==> config.mk <==
export PLATFORM = sky130hd
export DESIGN_NAME = l2_request_scheduler
export DESIGN_NICKNAME = d
export VERILOG_FILES = /design/src/rtl/l2_request_scheduler.sv
export SDC_FILE = /design/constraint.sdc
export NUM_CORES = 1
export LEC_CHECK = 0
export ABC_CLOCK_PERIOD_IN_PS = 3800
export CORE_AREA = 3 3 310 312
export CTS_BUF_LIST = sky130_fd_sc_hd__clkbuf_8
export CTS_CLUSTER_SIZE = 40
export DETAILED_ROUTE_END_ITERATION = 8
export DIE_AREA = 0 0 313 315
export MAX_ROUTING_LAYER = met4
export PLACE_DENSITY = 0.45
export SLEW_MARGIN = 10
export SYNTH_ARGS = -nofsm -noshare
export SYNTH_HDL_FRONTEND = slang
export SYNTH_SLANG_ARGS = --single-unit
==> constraint.sdc <==
create_clock -name clk -period 3.8 [get_ports clk]
set_input_delay 0.76 -clock clk [delete_from_list [all_inputs] [get_ports clk]]
set_output_delay 0.76 -clock clk [all_outputs]
set_load 0.02 [all_outputs]
==> src/rtl/l2_request_scheduler.sv <==
`default_nettype none
// ============================================================================
// Module      : l2_request_scheduler
// Description : Shares one L2 port between the L1 icache and dcache. The
//               dcache is preferred, and a starvation counter bounds the
//               icache wait. Optional performance counters are built when
//               ARB_PERF_CNT_EN is defined.
// Revision    : 1.0 - initial release
// ============================================================================
module l2_request_scheduler #(
    parameter int ADDR_W     = 16,
    parameter int LINE_W     = 128,
    parameter int STARVE_MAX = 4
) (
    input  logic              clk,
    input  logic              rst_n,
    input  logic              icache_read,
    input  logic [ADDR_W-1:0] icache_address,
    output logic [LINE_W-1:0] icache_rdata,
    output logic              icache_resp,
    input  logic              dcache_read,
    input  logic              dcache_write,
    input  logic [ADDR_W-1:0] dcache_address,
    input  logic [LINE_W-1:0] dcache_wdata,
    output logic [LINE_W-1:0] dcache_rdata,
    output logic              dcache_resp,
    output logic [ADDR_W-1:0] l2cache_address,
    output logic [LINE_W-1:0] l2cache_wdata,
    output logic              l2_read,
    output logic              l2_write,
    input  logic [LINE_W-1:0] l2cache_rdata,
    input  logic              l2_resp,
    output logic [31:0]       perf_igrant,
    output logic [31:0]       perf_dgrant,
    output logic [31:0]       perf_wait
);

    typedef enum logic [1:0] {
        ST_IDLE = 2'd0,
        ST_BUSY = 2'd1,
        ST_DONE = 2'd2
    } state_t;

    localparam logic [3:0] c_STARVE_MAX = 4'(STARVE_MAX);
    localparam logic [3:0] c_STARVE_SAT = 4'hF;

    state_t            state_q;
    logic              owner_dc_q;
    logic [3:0]        starve_q;
    logic [3:0]        starve_d;
    logic [ADDR_W-1:0] addr_q;
    logic [LINE_W-1:0] wdata_q;
    logic [LINE_W-1:0] irdata_q;
    logic [LINE_W-1:0] drdata_q;
    logic              l2_read_q;
    logic              l2_write_q;
    logic              iresp_q;
    logic              dresp_q;

    logic w_dreq;
    logic w_any;
    logic w_dgrant;
    logic w_dwrite;

    assign w_dreq   = dcache_read | dcache_write;
    assign w_any    = w_dreq | icache_read;
    assign w_dgrant = w_dreq & ((starve_q < c_STARVE_MAX) | ~icache_read);
    // A simultaneous read and write from the dcache is serviced as the write.
    assign w_dwrite = w_dgrant & dcache_write;

    always_comb begin
        starve_d = 4'd0;
        if (w_dgrant && icache_read) begin
            starve_d = (starve_q == c_STARVE_SAT) ? c_STARVE_SAT : starve_q + 4'd1;
        end
    end

    always_ff @(posedge clk) begin
        if (!rst_n) begin
            state_q    <= ST_IDLE;
            owner_dc_q <= 1'b0;
            starve_q   <= 4'd0;
            addr_q     <= '0;
            wdata_q    <= '0;
            irdata_q   <= '0;
            drdata_q   <= '0;
            l2_read_q  <= 1'b0;
            l2_write_q <= 1'b0;
            iresp_q    <= 1'b0;
            dresp_q    <= 1'b0;
        end else begin
            case (state_q)
                ST_IDLE: begin
                    iresp_q <= 1'b0;
                    dresp_q <= 1'b0;
                    if (w_any) begin
                        owner_dc_q <= w_dgrant;
                        addr_q     <= w_dgrant ? dcache_address : icache_address;
                        if (w_dwrite) begin
                            wdata_q <= dcache_wdata;
                        end
                        l2_write_q <= w_dwrite;
                        l2_read_q  <= ~w_dwrite;
                        starve_q   <= starve_d;
                        state_q    <= ST_BUSY;
                    end
                end
                ST_BUSY: begin
                    if (l2_resp) begin
                        if (!l2_write_q) begin
                            if (owner_dc_q) begin
                                drdata_q <= l2cache_rdata;
                            end else begin
                                irdata_q <= l2cache_rdata;
                            end
                        end
                        l2_read_q  <= 1'b0;
                        l2_write_q <= 1'b0;
                        iresp_q    <= ~owner_dc_q;
                        dresp_q    <= owner_dc_q;
                        state_q    <= ST_DONE;
                    end
                end
                ST_DONE: begin
                    iresp_q <= 1'b0;
                    dresp_q <= 1'b0;
                    state_q <= ST_IDLE;
                end
                default: begin
                    state_q <= ST_IDLE;
                end
            endcase
        end
    end

    assign icache_rdata    = irdata_q;
    assign icache_resp     = iresp_q;
    assign dcache_rdata    = drdata_q;
    assign dcache_resp     = dresp_q;
    assign l2cache_address = addr_q;
    assign l2cache_wdata   = wdata_q;
    assign l2_read         = l2_read_q;
    assign l2_write        = l2_write_q;

`ifdef ARB_PERF_CNT_EN
    logic [31:0] perf_igrant_q;
    logic [31:0] perf_dgrant_q;
    logic [31:0] perf_wait_q;
    logic        w_grant;
    logic        w_wait;

    assign w_grant = (state_q == ST_IDLE) & w_any;
    assign w_wait  = (state_q != ST_IDLE) & w_any;

    always_ff @(posedge clk) begin
        if (!rst_n) begin
            perf_igrant_q <= 32'd0;
            perf_dgrant_q <= 32'd0;
            perf_wait_q   <= 32'd0;
        end else begin
            if (w_grant && !w_dgrant && perf_igrant_q != 32'hFFFF_FFFF) begin
                perf_igrant_q <= perf_igrant_q + 32'd1;
            end
            if (w_grant && w_dgrant && perf_dgrant_q != 32'hFFFF_FFFF) begin
                perf_dgrant_q <= perf_dgrant_q + 32'd1;
            end
            if (w_wait && perf_wait_q != 32'hFFFF_FFFF) begin
                perf_wait_q <= perf_wait_q + 32'd1;
            end
        end
    end

    assign perf_igrant = perf_igrant_q;
    assign perf_dgrant = perf_dgrant_q;
    assign perf_wait   = perf_wait_q;
`else
    assign perf_igrant = 32'd0;
    assign perf_dgrant = 32'd0;
    assign perf_wait   = 32'd0;
`endif

endmodule
`default_nettype wire

## Word level (Yosys, flattened, before mapping)

Cells that the tools add are included.

- Output and inout bits: 500
- Bits in read-only memories: 0
- Latch bits: 0
- Memory bits (writable): 0
- Memories: 0
- Input bits: 294
- Register bits after elaboration: 411

- Div/mod/pow operators: 0
- Muxes and demuxes: 15
- Multiply operators: 0
- Magnitude comparators: 1
- Add/sub/neg operators: 1
- Eq/ne operators: 5
- Reductions and logical operators: 12
- Shift operators: 0
- Bitwise logic cells: 9

Operators with widths:

| cell | number |
|---|---|
| 16-bit two-way mux | 1 |
| 4-bit two-way mux | 2 |
| 1-bit one-hot mux with 2 select lines | 4 |
| 4-bit AND reduction | 2 |
| 2-bit AND reduction | 3 |
| 3-bit AND reduction | 2 |
| 1-bit two-way mux | 5 |
| 4-bit by 1-bit adder with 4-bit output, second input constant | 1 |
| 4-bit == test, second input constant | 1 |
| 4-bit by 3-bit less-than comparator with 1-bit output, second input constant | 1 |
| 2-bit two-way mux | 2 |
| 2-bit inequality test, second input constant | 2 |
| 1-bit inverter | 4 |
| 2-bit one-hot mux with 2 select lines | 1 |
| 2-bit nonzero test | 2 |
| 1-bit OR | 3 |
| 1-bit AND | 2 |
| 2-bit by 1-bit == test with 1-bit output, second input constant | 1 |
| 2-bit == test, second input constant | 1 |
| 2-bit logical NOT | 1 |
| 2-bit OR reduction | 1 |
| 1-bit logical AND | 1 |

## Logic depth before layout (Yosys ltp)

- Word-level depth: 7
- Mapped depth: 7
- Depth with buffers taken out: 3

## Least setup slack after synthesis

Ideal clock, no wire load.

- Path type: in2reg
- Start: input port dcache_write
- End: register wdata_q[0] (netlist: l2cache_wdata[0])
- Stages: 5
- Path buffers: 2
- Setup slack: 1.896 ns
- Setup time: 0.132 ns
- Arrival time: 1.772 ns
- Path through: or3b_2 clkbuf_1 clkbuf_1 o21ai_0 a21oi_1

- Longest elaborated chain between the ends: 4

RTL lines:

| element | line | source |
|---|---|---|
| from (decl) | 22 | `input logic dcache_write,` |
| 1-bit OR | 65 | `assign w_dreq = dcache_read \| dcache_write;` |
| 1-bit AND | 67 | `assign w_dgrant = w_dreq & ((starve_q < c_STARVE_MAX) \| ~icache_read);` |
| 1-bit AND | 69 | `assign w_dwrite = w_dgrant & dcache_write;` |
| 3-bit AND reduction (no line) (*) | n/a |  |
| to (signal assigned) | 100 | `wdata_q <= dcache_wdata;` |
| to (decl) | 52 | `logic [LINE_W-1:0] wdata_q;` |

Mark *: on every way between the ends. The rest lies on a longest branch, timed or not.
A chain may end at the register's enable or synchronous reset.

## Worst setup path in the final report

- Start: register dresp_q (netlist: dcache_resp)
- End: output port dcache_resp

RTL lines:

| element | line | source |
|---|---|---|
| from (decl) | 58 | `logic dresp_q;` |
| from (signal assigned) | 120 | `dresp_q <= owner_dc_q;` |
| to (decl) | 26 | `output logic dcache_resp,` |

No word-level cell between the ends.

==> flow_metrics.env <==
export IMPL_slew_headroom_pct=33.3
export IMPL_synth_mux_area_fraction_pct=15.8
export IMPL_finalWorstPathRequiredPeriod_ns=2.62
export IMPL_timing_critical_path_to="dcache_resp"
export IMPL_initial_utilization_pct=17.4
export IMPL_firstDrtPassIters=5
export IMPL_drc=0
export IMPL_critPathKind="reg2out"
export IMPL_worst_setup_path_startpoint="dcache_resp$_SDFFE_PN0P_"
export IMPL_critical_path_n_buffers_inverters=1
export IMPL_die_area_um2=98600
export IMPL_drt_first_iter_violations=688
export IMPL_groute_usage_overall_pct=13.5
export IMPL_clock_sinks=411
export IMPL_die_height_um=315
export IMPL_synthesis_area_per_instance_um2=9.05
export IMPL_yosys_area_top_type_share_pct=50.6
export IMPL_combinational_family_with_the_most_area_after_synthesis="multiplexers"
export IMPL_synth_simple_gate_area_share_pct=14.4
export IMPL_critical_path_slowest_cell="sky130_fd_sc_hd__clkdlybuf4s50_1"
export IMPL_seq_area_frac_synth_pct=50.6
export IMPL_report_final_setup_viol=0
export IMPL_final_net_count=2751
export IMPL_numPortBuffers=697
export IMPL_setup_worst_path_start_class="register"
export IMPL_max_cap_violations=0
export IMPL_synth_area_top_cells="sky130_fd_sc_hd__dfxtp_1 (51%), sky130_fd_sc_hd__mux2i_1 (16%), sky130_fd_sc_hd__nand2_1 (8.9%)"
export IMPL_cts_tree="built"
export IMPL_area_delta_synth_final_pct=59.2
export IMPL_grt_ovfl_total=0
export IMPL_top_cell_type_by_total_area_after_synthesis="sky130_fd_sc_hd__dfxtp_1"
export IMPL_peakVddDrop_uv=241
export IMPL_hold_path_class="in2reg"
export IMPL_pnr_total_power_mw=11.2
export IMPL_critPathCaptureType="output port"
export IMPL_critical_path_reg2reg_endpoint="dcache_rdata[120]$_SDFFE_PN0P_"
export IMPL_die_x_um=313
export IMPL_cts_resized=0
export IMPL_final_util_pct=27.8
export IMPL_synthFlopType="sky130_fd_sc_hd__dfxtp_1"
export IMPL_clock_insertion_delay_worst_skew_ns=0.70
export IMPL_wp_data_required_ns=3.04
export IMPL_worst_setup_hold_path_clk_slew_ns=0.06
export IMPL_timing_fmax_ghz=0.381
export IMPL_antenna_violating_nets_left=0
export IMPL_grt_setup_unrepaired="no"
export IMPL_worstReg2RegStart="state_q[0]$_SDFFE_PN0P_"
export IMPL_gp_congestion=0.802
export IMPL_crit_path_cell_trace="clkdlybuf4s50_1"
export IMPL_totalNegativeSetupSlack_ns=0
export IMPL_cell_type_group_with_the_largest_total_delay_on_the_critical_path="buffers and inverters"
export IMPL_timing_worst_slew_pin_value_ns=0.996
export IMPL_timing_max_transition_violations_final=0
export IMPL_postSynth_asyncResetShare_pct=0
export IMPL_path_max_fanout=2
export IMPL_largest_net_degree_at_the_start_of_global_routing=194
export IMPL_cts_htree_levels=3
export IMPL_status="complete, no violations"
export IMPL_root_buffer="sky130_fd_sc_hd__clkbuf_8"
export IMPL_power_density_nw_per_um2=432
export IMPL_met2_length_um=33300
export IMPL_worst_ep_arrival_time_ns=1.86
export IMPL_num_vias=14800
export IMPL_wl_per_cell_um=18.1
export IMPL_global_route_wire_length_before_repair_um=98200
export IMPL_vias_per_cell=3.92
export IMPL_critical_path_depth=1
export IMPL_xor_xnor_cell_area_share_of_the_yosys_netlist_pct=0
export IMPL_via_count_of_the_first_global_routing_pass=15100
export IMPL_syn_cell_area_um2=16300
export IMPL_final_layout_size_suffix_gt1_share_pct=6.59
export IMPL_worst_r2r_cell_count=4
export IMPL_rows=112
export IMPL_p_leak_nw=10.1
export IMPL_synth_compound_area_share_pct=10.3
export IMPL_topRoutingLayerUsed="met4"
export IMPL_wl_met1_um=26900
export IMPL_synthTopCellsByCount="sky130_fd_sc_hd__dfxtp_1 (411), sky130_fd_sc_hd__nand2_1 (387), sky130_fd_sc_hd__mux2i_1 (256), sky130_fd_sc_hd__a21oi_1 (152), sky130_fd_sc_hd__nand3_1 (148)"
export IMPL_synth_enable_flop_cells=0
export IMPL_dp_hpwl_um=48900
export IMPL_cts_setup_buffers=0
export IMPL_hold_viol=0
export IMPL_hold_buffers=0
export IMPL_ff2ff_setup_slack_ns=1.57
export IMPL_yosysWarningCount=0
export IMPL_route_met3_wl_um=5650
export IMPL_synth_adder_area_share_pct=0.0769
export IMPL_ports_placed_on_the_boundary=794
export IMPL_yosys_cell_count_top_type="sky130_fd_sc_hd__dfxtp_1"
export IMPL_ys_types=30
export IMPL_cts_buffers=84
export IMPL_totalWireLength_um=68300
export IMPL_period_share_pct=69.1
export IMPL_core_region_area_um2=93300
export IMPL_post_synth_inst_count=1798
export IMPL_fin_worst_skew_ns=0.0389
export IMPL_synth_seq_cells=411
export IMPL_clockBufferDepth=3
export IMPL_grt_antenna_before_repair=7
export IMPL_critical_path_max_stage_delay_ns=0.83
[layout by cell type (no fill, tap or decap), types with 3 or more instances in the layout]
master / Yosys / routed
sky130_fd_sc_hd__buf_4: 97 / 20
sky130_fd_sc_hd__diode_2: 0 / 8
sky130_fd_sc_hd__clkinvlp_4: 0 / 3
sky130_fd_sc_hd__or2_2: 3 / 3
sky130_fd_sc_hd__bufinv_16: 0 / 3
sky130_fd_sc_hd__clkbuf_8: 0 / 102
sky130_fd_sc_hd__a311oi_1: 16 / 16
sky130_fd_sc_hd__nand3_1: 148 / 148
sky130_fd_sc_hd__nand2_1: 387 / 387
sky130_fd_sc_hd__clkinv_2: 0 / 8
sky130_fd_sc_hd__o21ai_0: 147 / 146
sky130_fd_sc_hd__buf_12: 0 / 12
sky130_fd_sc_hd__a21oi_1: 152 / 152
sky130_fd_sc_hd__nand4b_1: 3 / 3
sky130_fd_sc_hd__nor2_1: 5 / 5
sky130_fd_sc_hd__inv_1: 0 / 28
sky130_fd_sc_hd__dfxtp_1: 411 / 411
sky130_fd_sc_hd__clkdlybuf4s50_1: 0 / 696
sky130_fd_sc_hd__conb_1: 1 / 96
sky130_fd_sc_hd__mux2i_1: 256 / 256
[through the flow]
stage / hold slack, ns / cell area, µm² / std cells / setup slack [ns]
6_report: 0.436 / 25900 / 3781 / 1.18
5_1_grt: 0.358 / 25900 / 3780 / 1.02
4_1_cts: 0.305 / 25900 / 3773 / 1.01
3_5_place_dp: 0.446 / 24200 / 3624 / 0.905
3_3_place_gp: 0.442 / 24200 / 3624 / 0.916
2_1_floorplan: 0.453 / 16600 / 1893 / 1.90
[cell type report]
cell class,instances,area (µm²)
Timing Repair Buffer,729,7370
Antenna cell,8,20.0
Clock buffer,102,1400
Clock inverter,47,319
Sequential cell,411,8230
Inverter,1,6.26
Tap cell,1254,1570
Multi-Input combinational cell,1229,6980
Fill cell,10100,67400
[logic make-up (layout without fill, tap and decap cells)]
kind of cell / count (synthesis) / in the layout
AND/OR/NAND/NOR: 556 / 556
adder cells (fa/ha/maj): 1 / 1
multiplexers: 256 / 256
other: 1 / 104
flip-flops: 411 / 411
AO/OA/AOI/OAI: 320 / 320
buffers and inverters: 253 / 879
[worst register-to-register path: stages (launching register included)]
cell                       delay, ns
sky130_fd_sc_hd__dfxtp_1        0.57
sky130_fd_sc_hd__nand3b_4       0.18
sky130_fd_sc_hd__or3b_4         0.69
sky130_fd_sc_hd__buf_12         0.40
sky130_fd_sc_hd__mux2i_1        0.22
[registers in the layout, indices dropped and copies added (netlist names)]
| signal | cells |
|---|---|
| dcache_resp | 1 |
| l2cache_address | 16 |
| dcache_rdata | 128 |
| l2_write | 1 |
| owner_dc_q | 1 |
| l2_read | 1 |
| icache_resp | 1 |
| l2cache_wdata | 128 |
| icache_rdata | 128 |
| state_q | 2 |
| starve_q | 4 |
[metal layers]
layer | vias to the layer above | GRT usage [%]
met5 | - | -
met4 | 0 | 5.86
met3 | 121 | 5.00
met2 | 538 | 22.0
met1 | 6903 | 14.7
li1 | 7259 | -
[where the power goes]
group          internal, mW  total, mW  switching, mW
Combinational         0.816       1.78          0.963
Clock                  2.64       4.78           2.14
Sequential             4.52       4.63          0.110
[how the worst min path moves through the flow]
stage                                             start                            end  slack (ns)  cells after the start
final                                             rst_n  dcache_rdata[93]$_SDFFE_PN0P_        0.44                      3
after global routing                              rst_n  dcache_rdata[93]$_SDFFE_PN0P_        0.36                      3
after CTS                                         rst_n  dcache_rdata[93]$_SDFFE_PN0P_        0.31                      3
after detailed placement  icache_rdata[23]$_SDFFE_PN0P_  icache_rdata[23]$_SDFFE_PN0P_        0.45                      2
after global placement    icache_rdata[82]$_SDFFE_PN0P_  icache_rdata[82]$_SDFFE_PN0P_        0.44                      2
after floorplan                starve_q[1]$_SDFFE_PN0P_       starve_q[1]$_SDFFE_PN0P_        0.45                      2
Power figures use the tool's default switching activity.
==> edit 1 (same settings) <==
Change the parameter `ADDR_W` from 16 to 15.
--- a/src/rtl/l2_request_scheduler.sv
+++ b/src/rtl/l2_request_scheduler.sv
@@ -10,3 +10,3 @@
 module l2_request_scheduler #(
-    parameter int ADDR_W     = 16,
+    parameter int ADDR_W     = 15,
     parameter int LINE_W     = 128,
Ports: changed (resized dcache_address, icache_address and l2cache_address); port bits go from 794 to 791. The function was not compared with the original's and may differ.
==> edit 1 against the original RTL <==
Sequential power hardly changed. Sequential cell count is 1 lower. Total power is 0.28% higher. Cell area is 0.16% lower. Area after synthesis is 0.29% lower. Cell count is 0.34% lower. Clock power is 1% higher. Largest cell class unchanged. Routed wire length is 1.6% lower. Global-route usage is 0.17 points lower. Setup slack worse by 0.14 ns. Worst hold slack better by 0.015 ns.
==> edit 1: results (changes against the original RTL) <==
stage,metric,value,unit,change
grt,grtUsageMet3,5.36,%,+0.35 points
detailed_routing,met3_length,6000,um,+6.2%
grt,antenna_found_initial,9,,+2
timing,finClkSkew,0.0377,ns,-0.00114 ns
timing,slew_headroom,20.3,%,-13 points
run_status,status,"complete, no violations",,
grt,grt_max_degree,138,,-29%
synthesis,ys_seq_area_share,50.6,%,about the same
place,place.gp.congestion,0.770,,-3.9%
detailed_routing,drtIter0Drc,654,,-4.9%
place,port_buffers,694,,-0.43%
grt,use_met1,14.7,%,-0.026 points
grt,track_usage,13.3,%,-0.17 points
setup_path,arrival,2.01,ns,+0.15 ns
synthesis,synth_commonest_cells,"dfxtp_1 (410), nand2_1 (387), mux2i_1 (256)",,
grt,grt_pass1_wl,96900,um,-1.2%
setup_path,critPathMaxStageDelay,0.92,ns,+0.09 ns
detailed_routing,wl_met2,32300,um,-3.0%
place,placed_area,24100,sq um,-0.24%
worst_hold_path,hp-class,flop to flop,,
cells_and_area,fillers,10100,,+0.61%
clocking,cts_made_buffers,83,,-1.2%
grt,first_global_vias,14900,,-1.0%
power,vdd_ir_drop_max,271,uV,+12%
detailed_routing,drt-met1-wl,26700,um,-0.65%
cells_and_area,fin_nets,2737,,-0.51%
cells_and_area,drive_gt1_share,6.31,%,-0.28 points
grt,gr-usage-met2,21.4,%,-0.64 points
clocking,clkLatencyLatePin,0.68,ns,-0.02 ns
[edit 1: through the flow]
stage | power [mW] | setup slack [ns] | std cells | utilization (%) | hold slack, ns
floorplan | 5.61 | 1.90 | 1887 | - | 0.453
global placement | 6.50 | 0.925 | 3613 | 25.8 | 0.443
detailed placement | 6.49 | 0.915 | 3613 | 25.8 | 0.446
CTS | 11.5 | 0.871 | 3759 | 27.7 | 0.381
global route | 11.8 | 0.916 | 3768 | 27.7 | 0.427
finish | 11.2 | 1.03 | 3768 | 27.7 | 0.451
[edit 1: worst paths after layout]
| kind | from | end | slack (ns) | cells past startpoint |
|---|---|---|---|---|
| worst max register to register | state_q[0] | dcache_rdata[10] | 1.59 | 4 |
| worst max-delay path | dcache_rdata[115] | dcache_rdata[115] | 1.03 | 1 |
| worst min-delay path | icache_rdata[14] | icache_rdata[14] | 0.45 | 2 |
| worst min register to register | icache_rdata[14] | icache_rdata[14] | 0.45 | 2 |
[edit 1: cells by family (layout without fill, tap and decap cells)]
group | after synthesis | count (layout) | share of synthesized area, %
AND/OR/NAND/NOR | 555 | 555 | 14.4
flip-flops | 410 | 410 | 50.6
AO/OA/AOI/OAI | 317 | 317 | 10.2
multiplexers | 256 | 256 | 15.8
buffers and inverters | 252 | 870 | 8.92
adder cells (fa/ha/maj) | 1 | 1 | 0.0771
other | 1 | 105 | 0.0231
[edit 1: power breakdown]
part	internal [mW]	switching, mW
Combinational	0.816	0.949
Clock	2.75	2.09
Sequential	4.51	0.110
Total	8.07	3.15
[edit 1: final cells by class]
cell class,count,area share [%]
multi-input combinational,1225,26.9
antenna,9,0.0871
timing repair buffer,723,28.5
tap,1254,6.07
clock inverter,45,1.35
inverter,1,0.0242
clock buffer,101,5.38
sequential,410,31.7
==> edit 2 (config.mk and constraints unchanged) <==
Without the edit above. Build with the macro `ARB_PERF_CNT_EN` defined.
--- a/src/rtl/l2_request_scheduler.sv
+++ b/src/rtl/l2_request_scheduler.sv
@@ -9,2 +9,4 @@
 // ============================================================================
+`define ARB_PERF_CNT_EN
+
 module l2_request_scheduler #(
Function: not settled (the Yosys comparison gave no result); the edit may change what the design does.
==> edit 2 against the original RTL <==
Cell area grew 18%. First-iteration DRC count grew 66%. Clock power grew 14%. Total power grew 15%. Routed wire length grew 36%. Area after synthesis grew 17%. Clock skew grew 0.0069 ns. Cell count grew 19%. Sequential cell count grew 96. Non-clock buffer count grew 116. Setup slack lost 0.25 ns. Critical endpoint is now perf_dgrant[9]. Largest cell class unchanged. Largest power group is now registers. Highest routed layer unchanged.
==> edit 2: results (changes against the original RTL) <==
stage,metric,value,unit,change
run_status,status,"complete, no violations",,
synthesis,syn_inst,2386,,+33%
synthesis,ys_seq_area_share,53.5,%,+2.9 points
grt,track_usage,18.4,%,+4.9 points
synthesis,netlist_top_cells_area,"dfxtp_1 (53%), nand2_1 (17%), a21oi_1 (12%), clkbuf_1 (3.1%), or3_1 (1.4%)",,
setup_path,critPathMaxStageDelay,0.90,ns,+0.07 ns
power,p_leak,10.3,nW,+2.0%
grt,antenna_found_initial,17,,+10
timing,hold_ws,0.451,ns,+0.0145 ns
worst_hold_path,hp-class,flop to flop,,
grt,first_global_vias,19300,,+28%
setup_path,path_max_fanout,9,,+7
power,vdd_ir_drop_max,281,uV,+17%
setup_path,arrival,3.44,ns,+1.58 ns
detailed_routing,wire_per_inst,20.6,um,+14%
synthesis,synth_commonest_cells,"nand2_1 (836), dfxtp_1 (507), a21oi_1 (450)",,
cells_and_area,fillers,9987,,-0.84%
cells_and_area,fin_nets,3461,,+26%
place,dp.cells,4315,,+19%
timing,finClkSkew,0.0458,ns,+0.00693 ns
grt,grt_pass1_wl,133000,um,+35%
detailed_routing,drtIter0Drc,1140,,+66%
grt,use_met1,20.1,%,+5.3 points
place,port_buffers,793,,+14%
clocking,clkLatencyLatePin,0.74,ns,+0.04 ns
==> edit 2: path summary, 6_finish.rpt <==
| kind | cells past startpoint | start | slack (ns) | to |
|---|---|---|---|---|
| max | 6 | perf_dgrant[5] | 0.93 | perf_dgrant[9] |
| min | 2 | l2cache_wdata[91] | 0.45 | l2cache_wdata[91] |
| max reg2reg | 6 | perf_dgrant[5] | 0.93 | perf_dgrant[9] |
| min reg2reg | 2 | l2cache_wdata[91] | 0.45 | l2cache_wdata[91] |
==> edit 2: worst min-delay path: stages, from the launching register on <==
cell,delay (ns)
dfxtp_1,0.30
nand2_1,0.05
a21oi_1,0.05
==> edit 2: final cells by class <==
class / count / area, sq um / area share [%]
Timing Repair Buffer: 845 / 8540 / 28.0
Clock buffer: 121 / 1670 / 5.47
Inverter: 15 / 63.8 / 0.210
Antenna cell: 20 / 50.0 / 0.164
Clock inverter: 51 / 259 / 0.851
Sequential cell: 507 / 10100 / 33.3
Tap cell: 1254 / 1570 / 5.16
Multi-Input combinational cell: 1694 / 8140 / 26.8
==> edit 2: report_power, final <==
part	internal, mW	leakage (nW)	switching [mW]
clock network	2.93	1.14	2.52
registers	5.52	4.12	0.121
logic	0.797	5.03	0.975
==> edit 2: cell families (layout without fill, tap and decap cells) <==
logic type | after synthesis | after routing | synth area share [%]
simple gates | 1099 | 1099 | 24.7
compound gates | 561 | 561 | 16.1
flops | 507 | 507 | 53.5
buf+inv | 185 | 1032 | 3.93
mux | 21 | 21 | 1.11
xor+xnor | 9 | 9 | 0.415
fa+ha+maj | 4 | 4 | 0.264
other cells | 0 | 20 | 0
==> edit 2: metal layers <==
metal  vias to the layer above  share of wire, %
met5                         -                 0
met4                         0               3.3
met3                       138               7.4
met2                       640                50
met1                      9320                39
li1                       9666                 -
